## src/rtl/mem_port_arbiter_pkg.sv

```systemverilog
// rtl/mem_port_arbiter_pkg.sv - shared types and constants for the memory port arbiter
package mem_arb_pkg;

  // Port sequencer states: arbitrate, drive the strobe, count latency, route data
  typedef enum logic [1:0] {
    IDLE  = 2'd0,
    ISSUE = 2'd1,
    WAIT  = 2'd2,
    RESP  = 2'd3
  } arb_state_t;

  // Owner of the current (or next) memory access
  typedef enum logic [1:0] {
    SRC_NONE = 2'd0,
    SRC_IF   = 2'd1,
    SRC_D    = 2'd2,
    SRC_X    = 2'd3
  } src_t;

  // Wide all-ones byte enable; users slice off DW/8 bits
  localparam logic [127:0] BE_ALL = '1;

endpackage

```

## src/rtl/mem_port_arbiter_if.sv

```systemverilog
// rtl/mem_port_arbiter_if.sv - requester and memory-side signal bundle for the arbiter
interface mem_port_arbiter_if #(
  parameter int unsigned AW = 32,
  parameter int unsigned DW = 32
);

  logic          if_req;
  logic [AW-1:0] if_addr;
  logic          if_gnt;
  logic          if_rvalid;
  logic [DW-1:0] if_rdata;

  logic            d_req;
  logic            d_we;
  logic [DW/8-1:0] d_be;
  logic [AW-1:0]   d_addr;
  logic [DW-1:0]   d_wdata;
  logic            d_gnt;
  logic            d_rvalid;
  logic [DW-1:0]   d_rdata;

  logic          x_req;
  logic          x_we;
  logic [AW-1:0] x_addr;
  logic [DW-1:0] x_wdata;
  logic          x_gnt;
  logic          x_rvalid;
  logic [DW-1:0] x_rdata;

  logic            mem_en;
  logic            mem_we;
  logic [DW/8-1:0] mem_be;
  logic [AW-1:0]   mem_addr;
  logic [DW-1:0]   mem_wdata;
  logic [DW-1:0]   mem_rdata;

  logic busy;

  // Arbiter side: serves the requesters, drives the memory macro
  modport slave (
    input  if_req, if_addr,
    output if_gnt, if_rvalid, if_rdata,
    input  d_req, d_we, d_be, d_addr, d_wdata,
    output d_gnt, d_rvalid, d_rdata,
    input  x_req, x_we, x_addr, x_wdata,
    output x_gnt, x_rvalid, x_rdata,
    output mem_en, mem_we, mem_be, mem_addr, mem_wdata,
    input  mem_rdata,
    output busy
  );

  // Environment side: requesters plus the memory macro
  modport master (
    output if_req, if_addr,
    input  if_gnt, if_rvalid, if_rdata,
    output d_req, d_we, d_be, d_addr, d_wdata,
    input  d_gnt, d_rvalid, d_rdata,
    output x_req, x_we, x_addr, x_wdata,
    input  x_gnt, x_rvalid, x_rdata,
    input  mem_en, mem_we, mem_be, mem_addr, mem_wdata,
    output mem_rdata,
    input  busy
  );

endinterface

```

## src/rtl/mem_port_arbiter_prio_sel.sv

```systemverilog
// rtl/mem_port_arbiter_prio_sel.sv - fixed-priority winner select with IF starvation override
import mem_arb_pkg::*;

module arb_prio_sel (
  input  logic if_req,
  input  logic d_req,
  input  logic x_req,
  input  logic force_if,
  output src_t win
);

  // Loader beats data beats fetch, unless fetch has lost too many times in a row
  always_comb begin
    win = SRC_NONE;
    if (if_req && force_if) win = SRC_IF;
    else if (x_req)         win = SRC_X;
    else if (d_req)         win = SRC_D;
    else if (if_req)        win = SRC_IF;
  end

endmodule

```

## src/rtl/mem_port_arbiter.sv

```systemverilog
// rtl/mem_port_arbiter.sv - single-port memory sequencer shared by fetch, data and loader
import mem_arb_pkg::*;

module mem_port_arbiter #(
  parameter int unsigned AW         = 32,
  parameter int unsigned DW         = 32,
  parameter int unsigned MEM_LAT    = 1,
  parameter int unsigned STARVE_MAX = 4
) (
  input logic               clk,
  input logic               reset,
  mem_port_arbiter_if.slave bus
);

  localparam int unsigned   SW = $clog2(STARVE_MAX + 1);
  localparam logic [DW/8-1:0] BE = BE_ALL[DW/8-1:0];

  arb_state_t      state;
  src_t            cur_src;
  src_t            win;
  logic [1:0]      lat_cnt;
  logic [SW-1:0]   starve_cnt;
  logic            force_if;

  logic            cap_we;
  logic [DW/8-1:0] cap_be;
  logic [AW-1:0]   cap_addr;
  logic [DW-1:0]   cap_wdata;

  logic            sel_we;
  logic [DW/8-1:0] sel_be;
  logic [AW-1:0]   sel_addr;
  logic [DW-1:0]   sel_wdata;

  logic            if_rv_q, d_rv_q, x_rv_q;
  logic [DW-1:0]   if_rdata_q, d_rdata_q, x_rdata_q;

  assign force_if = (starve_cnt == SW'(STARVE_MAX));

  arb_prio_sel u_sel (
    .if_req   (bus.if_req),
    .d_req    (bus.d_req),
    .x_req    (bus.x_req),
    .force_if (force_if),
    .win      (win)
  );

  // Request fields of the would-be winner; reads always use full byte enables
  always_comb begin
    sel_we    = 1'b0;
    sel_be    = BE;
    sel_addr  = bus.if_addr;
    sel_wdata = '0;
    case (win)
      SRC_D: begin
        sel_we    = bus.d_we;
        sel_be    = bus.d_we ? bus.d_be : BE;
        sel_addr  = bus.d_addr;
        sel_wdata = bus.d_wdata;
      end
      SRC_X: begin
        sel_we    = bus.x_we;
        sel_addr  = bus.x_addr;
        sel_wdata = bus.x_wdata;
      end
      default: ;
    endcase
  end

  // Sequencer: capture winner in IDLE, strobe once, wait out read latency, route data
  always_ff @(posedge clk) begin
    if (!reset) begin
      state     <= IDLE;
      cur_src   <= SRC_NONE;
      lat_cnt   <= '0;
      cap_we    <= 1'b0;
      cap_be    <= '0;
      cap_addr  <= '0;
      cap_wdata <= '0;
    end else begin
      case (state)
        IDLE: begin
          if (win != SRC_NONE) begin
            cur_src   <= win;
            cap_we    <= sel_we;
            cap_be    <= sel_be;
            cap_addr  <= sel_addr & ~AW'(3);
            cap_wdata <= sel_wdata;
            state     <= ISSUE;
          end
        end
        ISSUE: begin
          if (cap_we) begin
            state <= IDLE;
          end else if (MEM_LAT == 1) begin
            state <= RESP;
          end else begin
            lat_cnt <= 2'(MEM_LAT - 1);
            state   <= WAIT;
          end
        end
        WAIT: begin
          lat_cnt <= lat_cnt - 2'd1;
          if (lat_cnt == 2'd1) state <= RESP;
        end
        RESP:    state <= IDLE;
        default: state <= IDLE;
      endcase
    end
  end

  // Count IDLE arbitrations that fetch loses while it is asking
  always_ff @(posedge clk) begin
    if (!reset) begin
      starve_cnt <= '0;
    end else if (state == IDLE) begin
      if (bus.if_req && (win != SRC_IF)) begin
        if (!force_if) starve_cnt <= starve_cnt + 1'b1;
      end else begin
        starve_cnt <= '0;
      end
    end
  end

  // Latch read data for the owner only; other requesters' rdata stays untouched
  always_ff @(posedge clk) begin
    if (!reset) begin
      if_rv_q    <= 1'b0;
      d_rv_q     <= 1'b0;
      x_rv_q     <= 1'b0;
      if_rdata_q <= '0;
      d_rdata_q  <= '0;
      x_rdata_q  <= '0;
    end else begin
      if_rv_q <= (state == RESP) && (cur_src == SRC_IF);
      d_rv_q  <= (state == RESP) && (cur_src == SRC_D);
      x_rv_q  <= (state == RESP) && (cur_src == SRC_X);
      if (state == RESP) begin
        case (cur_src)
          SRC_IF:  if_rdata_q <= bus.mem_rdata;
          SRC_D:   d_rdata_q  <= bus.mem_rdata;
          SRC_X:   x_rdata_q  <= bus.mem_rdata;
          default: ;
        endcase
      end
    end
  end

  assign bus.if_gnt    = (state == ISSUE) && (cur_src == SRC_IF);
  assign bus.d_gnt     = (state == ISSUE) && (cur_src == SRC_D);
  assign bus.x_gnt     = (state == ISSUE) && (cur_src == SRC_X);
  assign bus.if_rvalid = if_rv_q;
  assign bus.d_rvalid  = d_rv_q;
  assign bus.x_rvalid  = x_rv_q;
  assign bus.if_rdata  = if_rdata_q;
  assign bus.d_rdata   = d_rdata_q;
  assign bus.x_rdata   = x_rdata_q;

  assign bus.mem_en    = (state == ISSUE);
  assign bus.mem_we    = (state == ISSUE) && cap_we;
  assign bus.mem_be    = cap_be;
  assign bus.mem_addr  = cap_addr;
  assign bus.mem_wdata = cap_wdata;
  assign bus.busy      = (state != IDLE);

endmodule
```

## src/flat_wrapper.sv

```systemverilog
// flat-port wrapper written by rule: the top's interface ports become plain ports
module mem_port_arbiter_flat 
#(
  parameter int unsigned AW         = 32,
  parameter int unsigned DW         = 32,
  parameter int unsigned MEM_LAT    = 1,
  parameter int unsigned STARVE_MAX = 4
)
  (clk, reset, bus_if_req, bus_if_addr, bus_if_gnt, bus_if_rvalid, bus_if_rdata, bus_d_req, bus_d_we, bus_d_be, bus_d_addr, bus_d_wdata, bus_d_gnt, bus_d_rvalid, bus_d_rdata, bus_x_req, bus_x_we, bus_x_addr, bus_x_wdata, bus_x_gnt, bus_x_rvalid, bus_x_rdata, bus_mem_en, bus_mem_we, bus_mem_be, bus_mem_addr, bus_mem_wdata, bus_mem_rdata, bus_busy);
  mem_port_arbiter_if #(.AW(AW), .DW(DW)) bus_i ();
  input logic clk;
  input logic reset;
  input wire logic [$bits(bus_i.if_req)-1:0] bus_if_req;
  input wire logic [$bits(bus_i.if_addr)-1:0] bus_if_addr;
  output wire logic [$bits(bus_i.if_gnt)-1:0] bus_if_gnt;
  output wire logic [$bits(bus_i.if_rvalid)-1:0] bus_if_rvalid;
  output wire logic [$bits(bus_i.if_rdata)-1:0] bus_if_rdata;
  input wire logic [$bits(bus_i.d_req)-1:0] bus_d_req;
  input wire logic [$bits(bus_i.d_we)-1:0] bus_d_we;
  input wire logic [$bits(bus_i.d_be)-1:0] bus_d_be;
  input wire logic [$bits(bus_i.d_addr)-1:0] bus_d_addr;
  input wire logic [$bits(bus_i.d_wdata)-1:0] bus_d_wdata;
  output wire logic [$bits(bus_i.d_gnt)-1:0] bus_d_gnt;
  output wire logic [$bits(bus_i.d_rvalid)-1:0] bus_d_rvalid;
  output wire logic [$bits(bus_i.d_rdata)-1:0] bus_d_rdata;
  input wire logic [$bits(bus_i.x_req)-1:0] bus_x_req;
  input wire logic [$bits(bus_i.x_we)-1:0] bus_x_we;
  input wire logic [$bits(bus_i.x_addr)-1:0] bus_x_addr;
  input wire logic [$bits(bus_i.x_wdata)-1:0] bus_x_wdata;
  output wire logic [$bits(bus_i.x_gnt)-1:0] bus_x_gnt;
  output wire logic [$bits(bus_i.x_rvalid)-1:0] bus_x_rvalid;
  output wire logic [$bits(bus_i.x_rdata)-1:0] bus_x_rdata;
  output wire logic [$bits(bus_i.mem_en)-1:0] bus_mem_en;
  output wire logic [$bits(bus_i.mem_we)-1:0] bus_mem_we;
  output wire logic [$bits(bus_i.mem_be)-1:0] bus_mem_be;
  output wire logic [$bits(bus_i.mem_addr)-1:0] bus_mem_addr;
  output wire logic [$bits(bus_i.mem_wdata)-1:0] bus_mem_wdata;
  input wire logic [$bits(bus_i.mem_rdata)-1:0] bus_mem_rdata;
  output wire logic [$bits(bus_i.busy)-1:0] bus_busy;
  assign bus_i.if_req = bus_if_req;
  assign bus_i.if_addr = bus_if_addr;
  assign bus_if_gnt = bus_i.if_gnt;
  assign bus_if_rvalid = bus_i.if_rvalid;
  assign bus_if_rdata = bus_i.if_rdata;
  assign bus_i.d_req = bus_d_req;
  assign bus_i.d_we = bus_d_we;
  assign bus_i.d_be = bus_d_be;
  assign bus_i.d_addr = bus_d_addr;
  assign bus_i.d_wdata = bus_d_wdata;
  assign bus_d_gnt = bus_i.d_gnt;
  assign bus_d_rvalid = bus_i.d_rvalid;
  assign bus_d_rdata = bus_i.d_rdata;
  assign bus_i.x_req = bus_x_req;
  assign bus_i.x_we = bus_x_we;
  assign bus_i.x_addr = bus_x_addr;
  assign bus_i.x_wdata = bus_x_wdata;
  assign bus_x_gnt = bus_i.x_gnt;
  assign bus_x_rvalid = bus_i.x_rvalid;
  assign bus_x_rdata = bus_i.x_rdata;
  assign bus_mem_en = bus_i.mem_en;
  assign bus_mem_we = bus_i.mem_we;
  assign bus_mem_be = bus_i.mem_be;
  assign bus_mem_addr = bus_i.mem_addr;
  assign bus_mem_wdata = bus_i.mem_wdata;
  assign bus_i.mem_rdata = bus_mem_rdata;
  assign bus_busy = bus_i.busy;
  mem_port_arbiter #(.AW(AW), .DW(DW), .MEM_LAT(MEM_LAT), .STARVE_MAX(STARVE_MAX)) u_core (.clk(clk), .reset(reset), .bus(bus_i));
endmodule
```

## config.mk

```make
export PLATFORM = sky130hd
export DESIGN_NAME = mem_port_arbiter_flat
export DESIGN_NICKNAME = d
export VERILOG_FILES = /design/src/rtl/mem_port_arbiter_pkg.sv /design/src/rtl/mem_port_arbiter_if.sv /design/src/rtl/mem_port_arbiter_prio_sel.sv /design/src/rtl/mem_port_arbiter.sv /design/src/flat_wrapper.sv
export SDC_FILE = /design/constraint.sdc
export NUM_CORES = 1
export LEC_CHECK = 0
export ABC_AREA = 0
export BUFFER_PORTS_ARGS = -buffer_cell sky130_fd_sc_hd__buf_2
export CAP_MARGIN = 20
export CORE_MARGIN = 3
export CORE_UTILIZATION = 36
export CTS_BUF_LIST = sky130_fd_sc_hd__clkbuf_8
export DETAILED_ROUTE_END_ITERATION = 6
export PLACE_DENSITY_LB_ADDON = 0.05
export SETUP_SLACK_MARGIN = 0.3
export SYNTH_ARGS = -nofsm -noshare
export SYNTH_HDL_FRONTEND = slang
export SYNTH_HIERARCHICAL = 1
export SYNTH_SLANG_ARGS = --single-unit
export TNS_END_PERCENT = 5
```

## constraint.sdc

```tcl
create_clock -name clk -period 2.6 [get_ports clk]
set_input_delay 0.52 -clock clk [delete_from_list [all_inputs] [get_ports clk]]
set_output_delay 0.52 -clock clk [all_outputs]
set_load 0.02 [all_outputs]
```

==> results by group, run 1 <==
GRT
  – Initial antenna violation count: 4
  – First-pass GRT wire length: 37.6 mm
  – Vias in the first global route: 6612
  – Remaining global-route overflow: 0
  – All-Layer GR Usage: 0.216
  – Largest net degree at the start of global routing: 97

Setup path
  – Max incr delay on CP: 0.34 ns
  – R2R Path Start: u_core/starve_cnt[0]
  – Crit. End Element: register
  – Crit Path Category: register to register
  – Required time of the critical path: 2.95 ns
  – Crit path arrival time: 2.56 ns
  – Worst r2r path cells: 9
  – CP startpoint kind: register
  – Critical path's slowest cell: dfxtp_2
  – Crit path cell chain: inv_1 -> ha_1 -> and2_4 -> nand2b_1 -> a21o_4 -> and2_4 -> buf_12 -> a221o_1 -> o221a_2
  – Most common cell on crit path: and2_4
  – Critical R2R Capture: u_core/bus.mem_addr[29]
  – Worst-path fanout max: 16
  – R2r setup slk: 0.40 ns

Clocking
  – Hold Buf Count CTS: 0
  – TritonCTS clock tree: yes
  – H-tree lvl count: 4
  – Max clock buf depth: 2
  – Clock Root Buffer: clkbuf_8
  – Num CTS Buffers: 17
  – Reg clk slew, reported paths: 0.12 ns
  – Sink Count: 175
  – Clock latency at the later pin of the worst-skew pair: 0.46 ns

Route
  – Via count: 7071
  – DRC: 0
  – Vias per Instance: 5.10
  – WL final: 24.9 mm
  – Post-DRT Antenna Nets: 0
  – Wirelength per Cell: 18.0 um
  – Initial drt markers: 305
  – TritonRoute pass-1 iters: 5

Cells and area
  – Final Non-Filler Cells: 1387
  – Layout cell share with drive strength beyond 1: 0.436
  – Area delta synth->final: 35.1%
  – Finished Cell Area: 9800 um2
  – Fin nets: 1314
  – Filler cells: 2020

Logic synthesis
  – Post-Syn Area per Cell: 9.32 um2
  – Synth async-reset ratio: 0
  – Yosys synthesis warning count: 6
  – Synth Register Bits: 175
  – Post-synth EDFFs: 0
  – Unique masters post-synth: 45
  – Post-synthesis cell area: 7250 um2
  – Gate Count Post-Synth: 778
  – Ys flop type: dfxtp_1
  – Sequential cell area fraction in the yosys report: 0.483

Status
  – Status: completed

Place
  – Cells after DPL: 1346
  – Port-buffer cells: 367
  – HPWL Detailed: 17.3 mm
  – Placed inst area: 9250 um2
  – GPL Wtd Cong: 0.797

Die
  – Die Span Y: 148 um
  – Initial Utilization: 0.369
  – # rows: 51
  – Die ar.: 21900 um2
  – Core area: 19700 um2
  – Die X: 148 um
  – # IOs: 376

Timing
  – Skew final: 0.0216 ns
  – Max_slew headroom: 0.607
  – RSZ-0062 raised after global routing: true
  – Setup TNS: 0 ns
  – Hold Vio Cnt, Final: 0
  – Final setup violating endpoints: 0
  – Fin crit share: 0.847
  – Tmin final: 2.20 ns
  – Max-slew violation count: 0
  – Actual slew at the worst max-slew pin: 0.589 ns
  – Max Freq: 454 MHz

Hold path
  – Min-Delay Path Depth: 3
  – Min-Delay Endpoint: u_core/bus.d_rdata[22]
  – Hold crit path type: input port to register
  – Hold Crit Start: bus_mem_rdata[22]

Pwr
  – Combinational fraction of design power: 0.347
  – Max VDD drop: 0.357 mV
  – Pwr dens: 829 nW/um2
  – Clock power share: 0.238
  – Leak: 4.56 nW
  – P_int: 0.00501 W
  – Power share of the sequential group: 0.415
  – Sw Pwr: 0.00312 W
  – Switching Fraction: 0.384

Flow run
  – Total of max-cap violations: 0
[kinds of logic (layout without fill, tap and decap cells)]
| group | after synthesis | after routing | share of synthesized area |
|---|---|---|---|
| AOI/OAI and AO/OA | 272 | 272 | 0.293 |
| xor gates and xnor gates | 1 | 1 | 0.00121 |
| adders and majority gates | 3 | 3 | 0.00518 |
| buffers and inverters | 95 | 435 | 0.0595 |
| DFF | 175 | 175 | 0.483 |
| muxes | 6 | 6 | 0.00828 |
| other | 1 | 3 | 0.000517 |
| and+or+nand+nor | 225 | 227 | 0.149 |
[cells in the final DEF, fill, tap and decap left out, types with 2 or more instances in the layout]
| cell type | n |
|---|---|
| clkinvlp_4 | 2 |
| buf_12 | 7 |
| inv_6 | 5 |
| a22o_1 | 33 |
| nand2_1 | 99 |
| buf_6 | 2 |
| and2_4 | 2 |
| nand2b_1 | 35 |
| mux2i_1 | 6 |
| o221a_1 | 18 |
| dfxtp_2 | 3 |
| o22ai_1 | 2 |
| nor2_4 | 3 |
| nand4_1 | 3 |
| o221a_2 | 45 |
| nand4b_1 | 2 |
| clkinv_8 | 5 |
| nor2_1 | 9 |
| o21ai_0 | 71 |
| inv_1 | 6 |
| o21a_1 | 27 |
| inv_8 | 3 |
| a2111oi_0 | 2 |
| nand3_1 | 64 |
| a31o_2 | 2 |
| a31o_1 | 2 |
| a221o_1 | 26 |
| dfxtp_1 | 172 |
| ha_1 | 3 |
| buf_4 | 18 |
| buf_2 | 366 |
| nor3_1 | 2 |
| conb_1 | 2 |
| clkbuf_8 | 18 |
| a21oi_1 | 36 |
[metrics by stage]
| step | worst slack [ns] | util | hold slack, ns | total power, W |
|---|---|---|---|---|
| finish | 0.397 | 0.498 | 0.290 | 0.00812 |
| global route | 0.279 | 0.498 | 0.242 | 0.00856 |
| CTS | 0.265 | 0.493 | 0.253 | 0.00817 |
| detailed placement | 0.232 | 0.471 | 0.443 | 0.00620 |
| global placement | 0.241 | 0.471 | 0.439 | 0.00619 |
| floorplan | 0.394 | - | 0.460 | 0.00523 |
[state kept, by name, summed over array words and instances, names as in the netlist, 2 cells and up]
name                  flops
u_core/bus.x_rdata       32
u_core/cur_src            2
u_core/lat_cnt            2
u_core/bus.mem_addr      30
u_core/bus.mem_wdata     32
u_core/bus.mem_be         4
u_core/bus.if_rdata      32
u_core/state              2
u_core/starve_cnt         3
u_core/bus.d_rdata       32
[power by group through the flow]
stage / clock network (W) / registers, W / logic, W
after floorplan: 0 / 0.00386 / 0.00137
after global placement: 0 / 0.00342 / 0.00278
after detailed placement: 0 / 0.00343 / 0.00277
after CTS: 0.00200 / 0.00337 / 0.00280
after global routing: 0.00211 / 0.00342 / 0.00303
final: 0.00193 / 0.00337 / 0.00282
[routing by layer]
layer	global-route usage	wire (um)	vias to the layer above
li1	-	-	3526
met1	0.260	10300	3269
met2	0.361	12000	244
met3	0.0901	2320	26
met4	0.0522	339	6
met5	0	40	-
[area by class of cell]
class | instances | area, um2 | area share
clock inverters | 14 | 165 | 0.0169
diodes | 1 | 2.50 | 0.000255
repair buffers | 393 | 2130 | 0.217
flip-flops and latches | 175 | 3510 | 0.358
multi-input cells | 511 | 3370 | 0.344
inverters | 10 | 45.0 | 0.00460
clock buffers | 18 | 248 | 0.0253
well taps | 265 | 332 | 0.0338
[cells in the mapped netlist (3+ instances only)]
master | n | area share
o21a_1 | 27 | 0.028
a221o_1 | 26 | 0.036
buf_4 | 3 | 0.0031
o21ai_0 | 71 | 0.049
buf_2 | 27 | 0.019
ha_1 | 3 | 0.0052
buf_6 | 4 | 0.0062
nand2b_1 | 35 | 0.030
nand3_1 | 64 | 0.044
a2111oi_0 | 4 | 0.0048
buf_1 | 9 | 0.0047
nand2_1 | 99 | 0.051
nand4_1 | 3 | 0.0026
o221a_2 | 45 | 0.070
mux2i_1 | 6 | 0.0083
o221a_1 | 18 | 0.028
a21oi_1 | 37 | 0.026
inv_1 | 6 | 0.0031
a22o_1 | 33 | 0.040
dfxtp_1 | 175 | 0.48
clkbuf_1 | 42 | 0.022
nor2_1 | 9 | 0.0047
[what timing repair did]
action | CTS | global route
buffers inserted | 0 | 6
gates cloned | 1 | 1
pin swaps | 1 | 2
setup endpoints to repair | 48 | 71
resized for setup | 4 | 13
[worst max path at each step]
stage                         startpoint                 endpoint  slack, ns  depth (start not counted)
floorplan           u_core/starve_cnt[0]  u_core/bus.mem_addr[23]       0.39                         11
global placement    u_core/starve_cnt[0]     u_core/bus.mem_be[2]       0.24                          9
detailed placement  u_core/starve_cnt[0]     u_core/bus.mem_be[3]       0.23                          9
CTS                 u_core/starve_cnt[0]  u_core/bus.mem_addr[29]       0.26                          9
global route             u_core/state[1]                 bus_busy       0.28                          4
finish              u_core/starve_cnt[0]  u_core/bus.mem_addr[29]       0.40                          9
[critical path, delay by kind of cell, from the launching register on]
kind | cells | cell delay [ns]
AOI/OAI and AO/OA | 3 | 0.81
adders and majority gates | 1 | 0.22
buffers and inverters | 2 | 0.22
DFF | 1 | 0.34
and+or+nand+nor | 3 | 0.52
No activity file was read; power rests on OpenSTA's default activity.
==> run 2, diff against run 1 <==
ABC_AREA = 1   (was 0)
clock period = 1.9 ns   (was 2.6 ns; I/O delays follow)
==> results by group, run 2 <==
Logic synthesis
  – Count leader, synth: nor2_1
  – Post-synth EDFFs: 0 (unchanged)
  – Sequential cell area fraction in the yosys report: 0.480 (-0.00323)
  – Synth async-reset ratio: 0 (unchanged)
  – Area leader, netlist: dfxtp_1
  – Synth top area cells: dfxtp_1 (48%), nor2_1 (14%), nand2_1 (9.7%), o21ai_0 (8.6%), nand3_1 (6.5%)
  – Gate Count Post-Synth: 1045 (+34%)
  – Ys flop type: dfxtp_1
  – Synth cell count leaders: nor2_1 (279), nand2_1 (188), dfxtp_1 (175)
  – Unique masters post-synth: 23 (-49%)
  – Synth Register Bits: 175 (unchanged)
  – Yosys synthesis warning count: 6 (unchanged)
  – Post-synthesis cell area: 7300 um2 (+0.67%)
  – Post-Syn Area per Cell: 6.98 um2 (-25%)
  – Top cell type's share of synthesized area: 0.480 (-0.00323)

Flow run
  – Total of max-cap violations: 0 (unchanged)

Place
  – GPL Wtd Cong: 0.798 (+0.21%)
  – Port-buffer cells: 367 (unchanged)
  – Cells after DPL: 1627 (+21%)
  – HPWL Detailed: 17.9 mm (+3.3%)

Setup path
  – Critical R2R Capture: u_core/bus.mem_addr[24]
  – R2r setup slk: 0.06 ns (-0.34 ns)
  – Crit Path Category: register to register
  – Required time of the critical path: 2.28 ns (-0.67 ns)
  – R2R Path Start: u_core/starve_cnt[1]
  – Crit path arrival time: 2.22 ns (-0.34 ns)
  – Crit. End Element: register
  – Worst r2r path cells: 16 (+7)
  – CP startpoint kind: register
  – CP Capture Point: u_core/bus.mem_addr[24]
  – CP Launch Point: u_core/starve_cnt[1]
  – Worst-path fanout max: 7 (-9)

Route
  – DRC: 0 (unchanged)
  – WL final: 26.5 mm (+6.1%)
  – Vias per Instance: 4.77 (-6.5%)
  – Post-DRT Antenna Nets: 0 (unchanged)
  – Wirelength per Cell: 15.8 um (-12%)
  – Initial drt markers: 399 (+31%)
  – TritonRoute pass-1 iters: 5 (unchanged)
  – Via count: 7996 (+13%)

GRT
  – Initial antenna violation count: 3 (-1)
  – Vias in the first global route: 7781 (+18%)
  – Remaining global-route overflow: 0 (unchanged)
  – All-Layer GR Usage: 0.234 (+0.0174)
  – First-pass GRT wire length: 41.2 mm (+9.6%)
  – Largest net degree at the start of global routing: 70 (-28%)

Timing
  – Tmin final: 1.84 ns (-0.361 ns)
  – Hold Vio Cnt, Final: 0 (unchanged)
  – Setup TNS: 0 ns (unchanged)
  – Max_slew headroom: 0.523 (-0.0839)
  – WHS: 0.152 ns (-0.138 ns)
  – Fin crit share: 0.969 (+0.122)
  – Skew final: 0.0172 ns (-0.00444 ns)
  – Final setup violating endpoints: 0 (unchanged)
  – Actual slew at the worst max-slew pin: 0.714 ns (+0.125 ns)
  – Max Freq: 543 MHz (+20%)
  – Max-slew violation count: 0 (unchanged)
  – RSZ-0062 raised after global routing: true

Hold path
  – Hold crit path type: input port to register
  – Min-Delay Path Depth: 3 (unchanged)

Clocking
  – Reg clk slew, reported paths: 0.09 ns (-0.03 ns)
  – Num CTS Buffers: 17 (unchanged)
  – TritonCTS clock tree: yes
  – H-tree lvl count: 4 (unchanged)
  – Clock latency at the later pin of the worst-skew pair: 0.46 ns (about the same)
  – Clock Root Buffer: clkbuf_8
  – Sink Count: 175 (unchanged)
  – Max clock buf depth: 2 (unchanged)

Pwr
  – Max VDD drop: 0.573 mV (+61%)
  – Leak: 5.52 nW (+21%)
  – Pwr dens: 1180 nW/um2 (+42%)

Status
  – Status: completed

Die
  – Die X: 148 um (+0.32%)
  – # IOs: 376 (unchanged)
  – Die ar.: 22000 um2 (+0.64%)
  – # rows: 51 (unchanged)
  – Core area: 19700 um2 (+0.33%)
  – Die Span Y: 148 um (+0.32%)
  – Initial Utilization: 0.370 (+0.00128)

Cells and area
  – Final Non-Filler Cells: 1678 (+21%)
  – Area delta synth->final: 42.8%
  – Fin nets: 1605 (+22%)
  – Most frequent cells in the layout: buf_2 (361), nor2_1 (278), nand2_1 (173), dfxtp_1 (169), o21ai_0 (126)
  – Layout cell share with drive strength beyond 1: 0.361 (-0.0748)
  – Final cell utilization of the core: 0.529 (+0.0301)
  – Most common cell after layout, fill and taps aside: buf_2
[run 2: per-stage QoR]
stage	total power, W	worst slack (ns)	instance area, um2
global route	0.0131	-0.0594	10400
detailed placement	0.00881	0.0344	9450
finish	0.0123	0.0587	10400
global placement	0.00879	0.0364	9450
CTS	0.0123	0.0786	10300
floorplan	0.00725	0.293	7370
[run 2: layout make-up]
| type | instances | area [um2] |
|---|---|---|
| fillers | 2041 | 9300 |
| multi-input cells | 767 | 3540 |
| flip-flops and latches | 175 | 3520 |
| repair buffers | 409 | 2490 |
| well taps | 265 | 332 |
| clock buffers | 18 | 248 |
| clock inverters | 13 | 169 |
| inverters | 29 | 116 |
| diodes | 2 | 5.00 |
[run 2: repair_timing]
| item | CTS | global route |
|---|---|---|
| hold buffers | 0 | 0 |
| setup buffers | 12 | 1 |
| gates resized for setup | 33 | 39 |
| pin swaps | 6 | 15 |
| endpoints found under the hold margin | 0 | 0 |
| endpoints found under the setup margin | 77 | 77 |
| cloned | 5 | 0 |
[run 2: worst min path at each step]
stage,to,slack (ns),from
6_report,u_core/bus.mem_be[0],0.15,bus_d_be[0]
4_1_cts,u_core/bus.mem_be[0],0.11,bus_d_be[0]
5_1_grt,u_core/bus.mem_be[3],0.12,bus_d_be[3]
3_5_place_dp,u_core/bus.mem_addr[16],0.45,u_core/bus.mem_addr[16]
2_1_floorplan,u_core/lat_cnt[1],0.43,u_core/lat_cnt[1]
3_3_place_gp,u_core/bus.mem_addr[29],0.45,u_core/bus.mem_addr[29]
[run 2: cell families (layout without fill, tap and decap cells)]
logic type	count (synthesis)	count (layout)	share of synthesized area
xor+xnor	1	1	0.00120
other cells	1	4	0.000514
compound gates	179	179	0.123
buf+inv	104	469	0.0633
flops	175	175	0.480
simple gates	582	582	0.326
fa+ha+maj	3	3	0.00514
[run 2: report_power, final]
group          leakage, nW  internal (W)  total (W)  switching (W)
Sequential            1.43       0.00433    0.00467       0.000342
Clock                0.207       0.00126    0.00275        0.00149
Combinational         3.88       0.00191    0.00484        0.00293
Total                 5.52       0.00750     0.0123        0.00477
[run 2: per-layer routing]
layer,part of all wire,GRT usage
met1,0.41,0.282
met2,0.49,0.395
met3,0.079,0.0686
met4,0.025,0.0868
met5,0.00049,0
[run 2: critical path, stage by stage (launching register included)]
cell and delay [ns]:
dfxtp_2 0.35, inv_2 0.05, ha_4 0.15, nand2_2 0.05, inv_2 0.05, nand2_4 0.07
inv_4 0.04, nor2_4 0.13, inv_2 0.06, nor2_4 0.17, buf_12 0.14, buf_12 0.10
buf_16 0.13, nand2_2 0.05, nand3_2 0.05, nand2_1 0.05, a21oi_1 0.13
==> run 3, diff against run 2 <==
BUFFER_PORTS_ARGS = default   (was -buffer_cell sky130_fd_sc_hd__buf_2)
DONT_BUFFER_PORTS = 1   (was default)
==> results by group, run 3 (synthesized netlist as in run 2, its figures left out) <==
Status
  – Status: completed

Timing
  – Hold Vio Cnt, Final: 0 (unchanged)
  – Max_slew headroom: 0.523 (about the same)
  – Skew final: 0.0173 ns (+0.000126 ns)
  – Final setup violating endpoints: 0 (unchanged)
  – RSZ-0062 raised after global routing: true
  – Max-slew violation count: 0 (unchanged)
  – Fin crit share: 0.932 (-0.0372)
  – Tmin final: 1.77 ns (-0.0707 ns)
  – Max Freq: 565 MHz (+4.0%)
  – WHS: 0.0475 ns (-0.105 ns)
  – Actual slew at the worst max-slew pin: 0.714 ns (-0.0000544 ns)

Flow run
  – Total of max-cap violations: 0 (unchanged)

Pwr
  – Switching Fraction: 0.408 (+0.0191)
  – Combinational fraction of design power: 0.247 (-0.148)
  – Pwr dens: 1300 nW/um2 (+10%)
  – Max VDD drop: 0.555 mV (-3.2%)
  – Sw Pwr: 0.00451 W (-5.4%)
  – P_int: 0.00655 W (-13%)
  – Leak: 3.78 nW (-31%)
  – Power, Total: 0.0111 W (-9.8%)
  – Power share of the sequential group: 0.501 (+0.120)
  – Clock power share: 0.252 (+0.028)

Setup path
  – Crit path cell chain: inv_2 -> ha_2 -> nand2_1 -> inv_2 -> nand2_4 -> inv_4 -> nor2_4 -> inv_2 -> nor2_4 -> buf_6 -> buf_12 -> nand2_8 -> nor3_2 -> nor2_1
  – Max incr delay on CP: 0.34 ns (about the same)
  – Crit path arrival time: 2.11 ns (-0.11 ns)
  – Worst-path fanout max: 8 (+1)
  – Worst r2r path cells: 14 (-2)
  – Most common cell on crit path: inv_2
  – Crit-path leading delay family: simple AND/OR/NAND/NOR gates
  – Critical R2R Capture: u_core/bus.mem_be[3]
  – CP Buf/Inv Count: 6 (-1)
  – Crit. End Element: register
  – R2r setup slk: 0.13 ns (+0.07 ns)
  – CP Launch Point: u_core/starve_cnt[1]
  – CP startpoint kind: register
  – R2R Path Start: u_core/starve_cnt[1]
  – Required time of the critical path: 2.24 ns (-0.04 ns)
  – Critical path's slowest cell: dfxtp_2
  – Crit Path Category: register to register

GRT
  – Remaining global-route overflow: 0 (unchanged)
  – Initial antenna violation count: 0 (-3)
  – Vias in the first global route: 6362 (-18%)
  – All-Layer GR Usage: 0.217 (-0.0164)
  – Largest net degree at the start of global routing: 145 (+110%)
  – First-pass GRT wire length: 37.5 mm (-8.9%)

Cells and area
  – Most frequent cells in the layout: nor2_1 (276), dfxtp_1 (169), nand2_1 (154), o21ai_0 (126), nand3_1 (79)
  – Fin nets: 1231 (-23%)
  – Layout cell share with drive strength beyond 1: 0.160 (-0.202)
  – Most common cell after layout, fill and taps aside: nor2_1
  – Final Non-Filler Cells: 1303 (-22%)
  – Area delta synth->final: 16.6%
  – Ant diodes: 0 (-2)

Route
  – Post-DRT Antenna Nets: 0 (unchanged)
  – TritonRoute pass-1 iters: 4 (-1)
  – DRC: 0 (unchanged)
  – WL final: 25.3 mm (-4.4%)
  – Initial drt markers: 426 (+6.8%)
  – Vias per Instance: 5.13 (+7.6%)
  – Via count: 6683 (-16%)
  – Wirelength per Cell: 19.4 um (+23%)

Clocking
  – Sink Count: 175 (unchanged)
  – Max clock buf depth: 2 (unchanged)
  – H-tree lvl count: 4 (unchanged)
  – Clock latency at the later pin of the worst-skew pair: 0.46 ns (about the same)
  – Clock Root Buffer: clkbuf_8
  – Reg clk slew, reported paths: 0.11 ns (+0.02 ns)
  – Num CTS Buffers: 17 (unchanged)
  – TritonCTS clock tree: yes

Hold path
  – Hold Crit Start: bus_mem_rdata[28]
  – Min-Delay Path Depth: 2 (-1)
  – Min-Delay Endpoint: u_core/bus.x_rdata[28]
  – Hold crit path type: input port to register

Place
  – HPWL Detailed: 16.2 mm (-9.5%)
  – GPL Wtd Cong: 0.754 (-5.5%)
  – Port-buffer cells: 0 (-100%)
  – Cells after DPL: 1257 (-23%)

Die
  – Die ar.: 22000 um2 (unchanged)
  – Die Span Y: 148 um (unchanged)
  – # rows: 51 (unchanged)
  – Die X: 148 um (unchanged)
  – # IOs: 376 (unchanged)
  – Initial Utilization: 0.370 (unchanged)
  – Core area: 19700 um2 (unchanged)
[run 3: changes by cell type in the layout (fill, tap and decap cells not counted), sizes merged]
cell / change
buf: -373
bufbuf: -2
clkinv: +4
clkinvlp: +1
diode: -2
inv: -3
[run 3: stage by stage]
stage | area [um2] | utilization | setup WS, ns | TNS [ns]
floorplan | 7370 | - | 0.293 | 0
global placement | 7560 | 0.384 | 0.0151 | 0
detailed placement | 7560 | 0.384 | -0.00468 | -0.00468
CTS | 8240 | 0.418 | 0.147 | 0
global route | 8510 | 0.432 | 0.00486 | 0
finish | 8510 | 0.432 | 0.129 | 0
[run 3: worst register-to-register path, stage by stage, from the launching register on]
cell     delay, ns
dfxtp_2       0.34
inv_2         0.03
ha_2          0.16
nand2_1       0.06
inv_2         0.05
nand2_4       0.08
inv_4         0.04
nor2_4        0.12
inv_2         0.08
nor2_4        0.13
buf_6         0.15
buf_12        0.15
nand2_8       0.08
nor3_2        0.16
nor2_1        0.05
[run 3: how the worst max path moves through the flow]
| stage | end | cells past startpoint |
|---|---|---|
| 2_1_floorplan | u_core/bus.mem_be[0] | 13 |
| 3_3_place_gp | u_core/bus.mem_be[0] | 13 |
| 3_5_place_dp | u_core/bus.mem_be[0] | 13 |
| 4_1_cts | bus_busy | 2 |
| 5_1_grt | u_core/bus.mem_wdata[10] | 15 |
| 6_report | u_core/bus.mem_be[3] | 14 |
[run 3: final cells by class]
class | instances | area (um2)
clock buffer | 17 | 234
clock inverter | 15 | 195
fill | 2045 | 11200
inverter | 29 | 115
multi-input combinational | 767 | 3650
sequential | 175 | 3520
tap | 265 | 332
timing repair buffer | 35 | 465
[run 3: power by group through the flow]
| stage | clock network (W) | logic, W | registers, W |
|---|---|---|---|
| floorplan | 0 | 0.00185 | 0.00540 |
| global placement | 0 | 0.00242 | 0.00565 |
| detailed placement | 0 | 0.00244 | 0.00563 |
| CTS | 0.00289 | 0.00259 | 0.00556 |
| global route | 0.00301 | 0.00309 | 0.00563 |
| finish | 0.00279 | 0.00273 | 0.00554 |
[run 3: metal layers]
metal  vias to the layer above  GRT usage  routed length, um
met5                         -          0                  0
met1                      3091      0.272              10300
li1                       3308          -                  -
met4                         0     0.0596                340
met3                        20     0.0731               2490
met2                       264      0.359              12200
[run 3: repair_timing]
item                       in CTS  in global routing
setup endpoints to repair      77                 77
hold buffers                    0                  0
pin swaps                       4                 63
gates resized for setup        23                 70
cloned                          4                  1
buffers inserted                9                  0
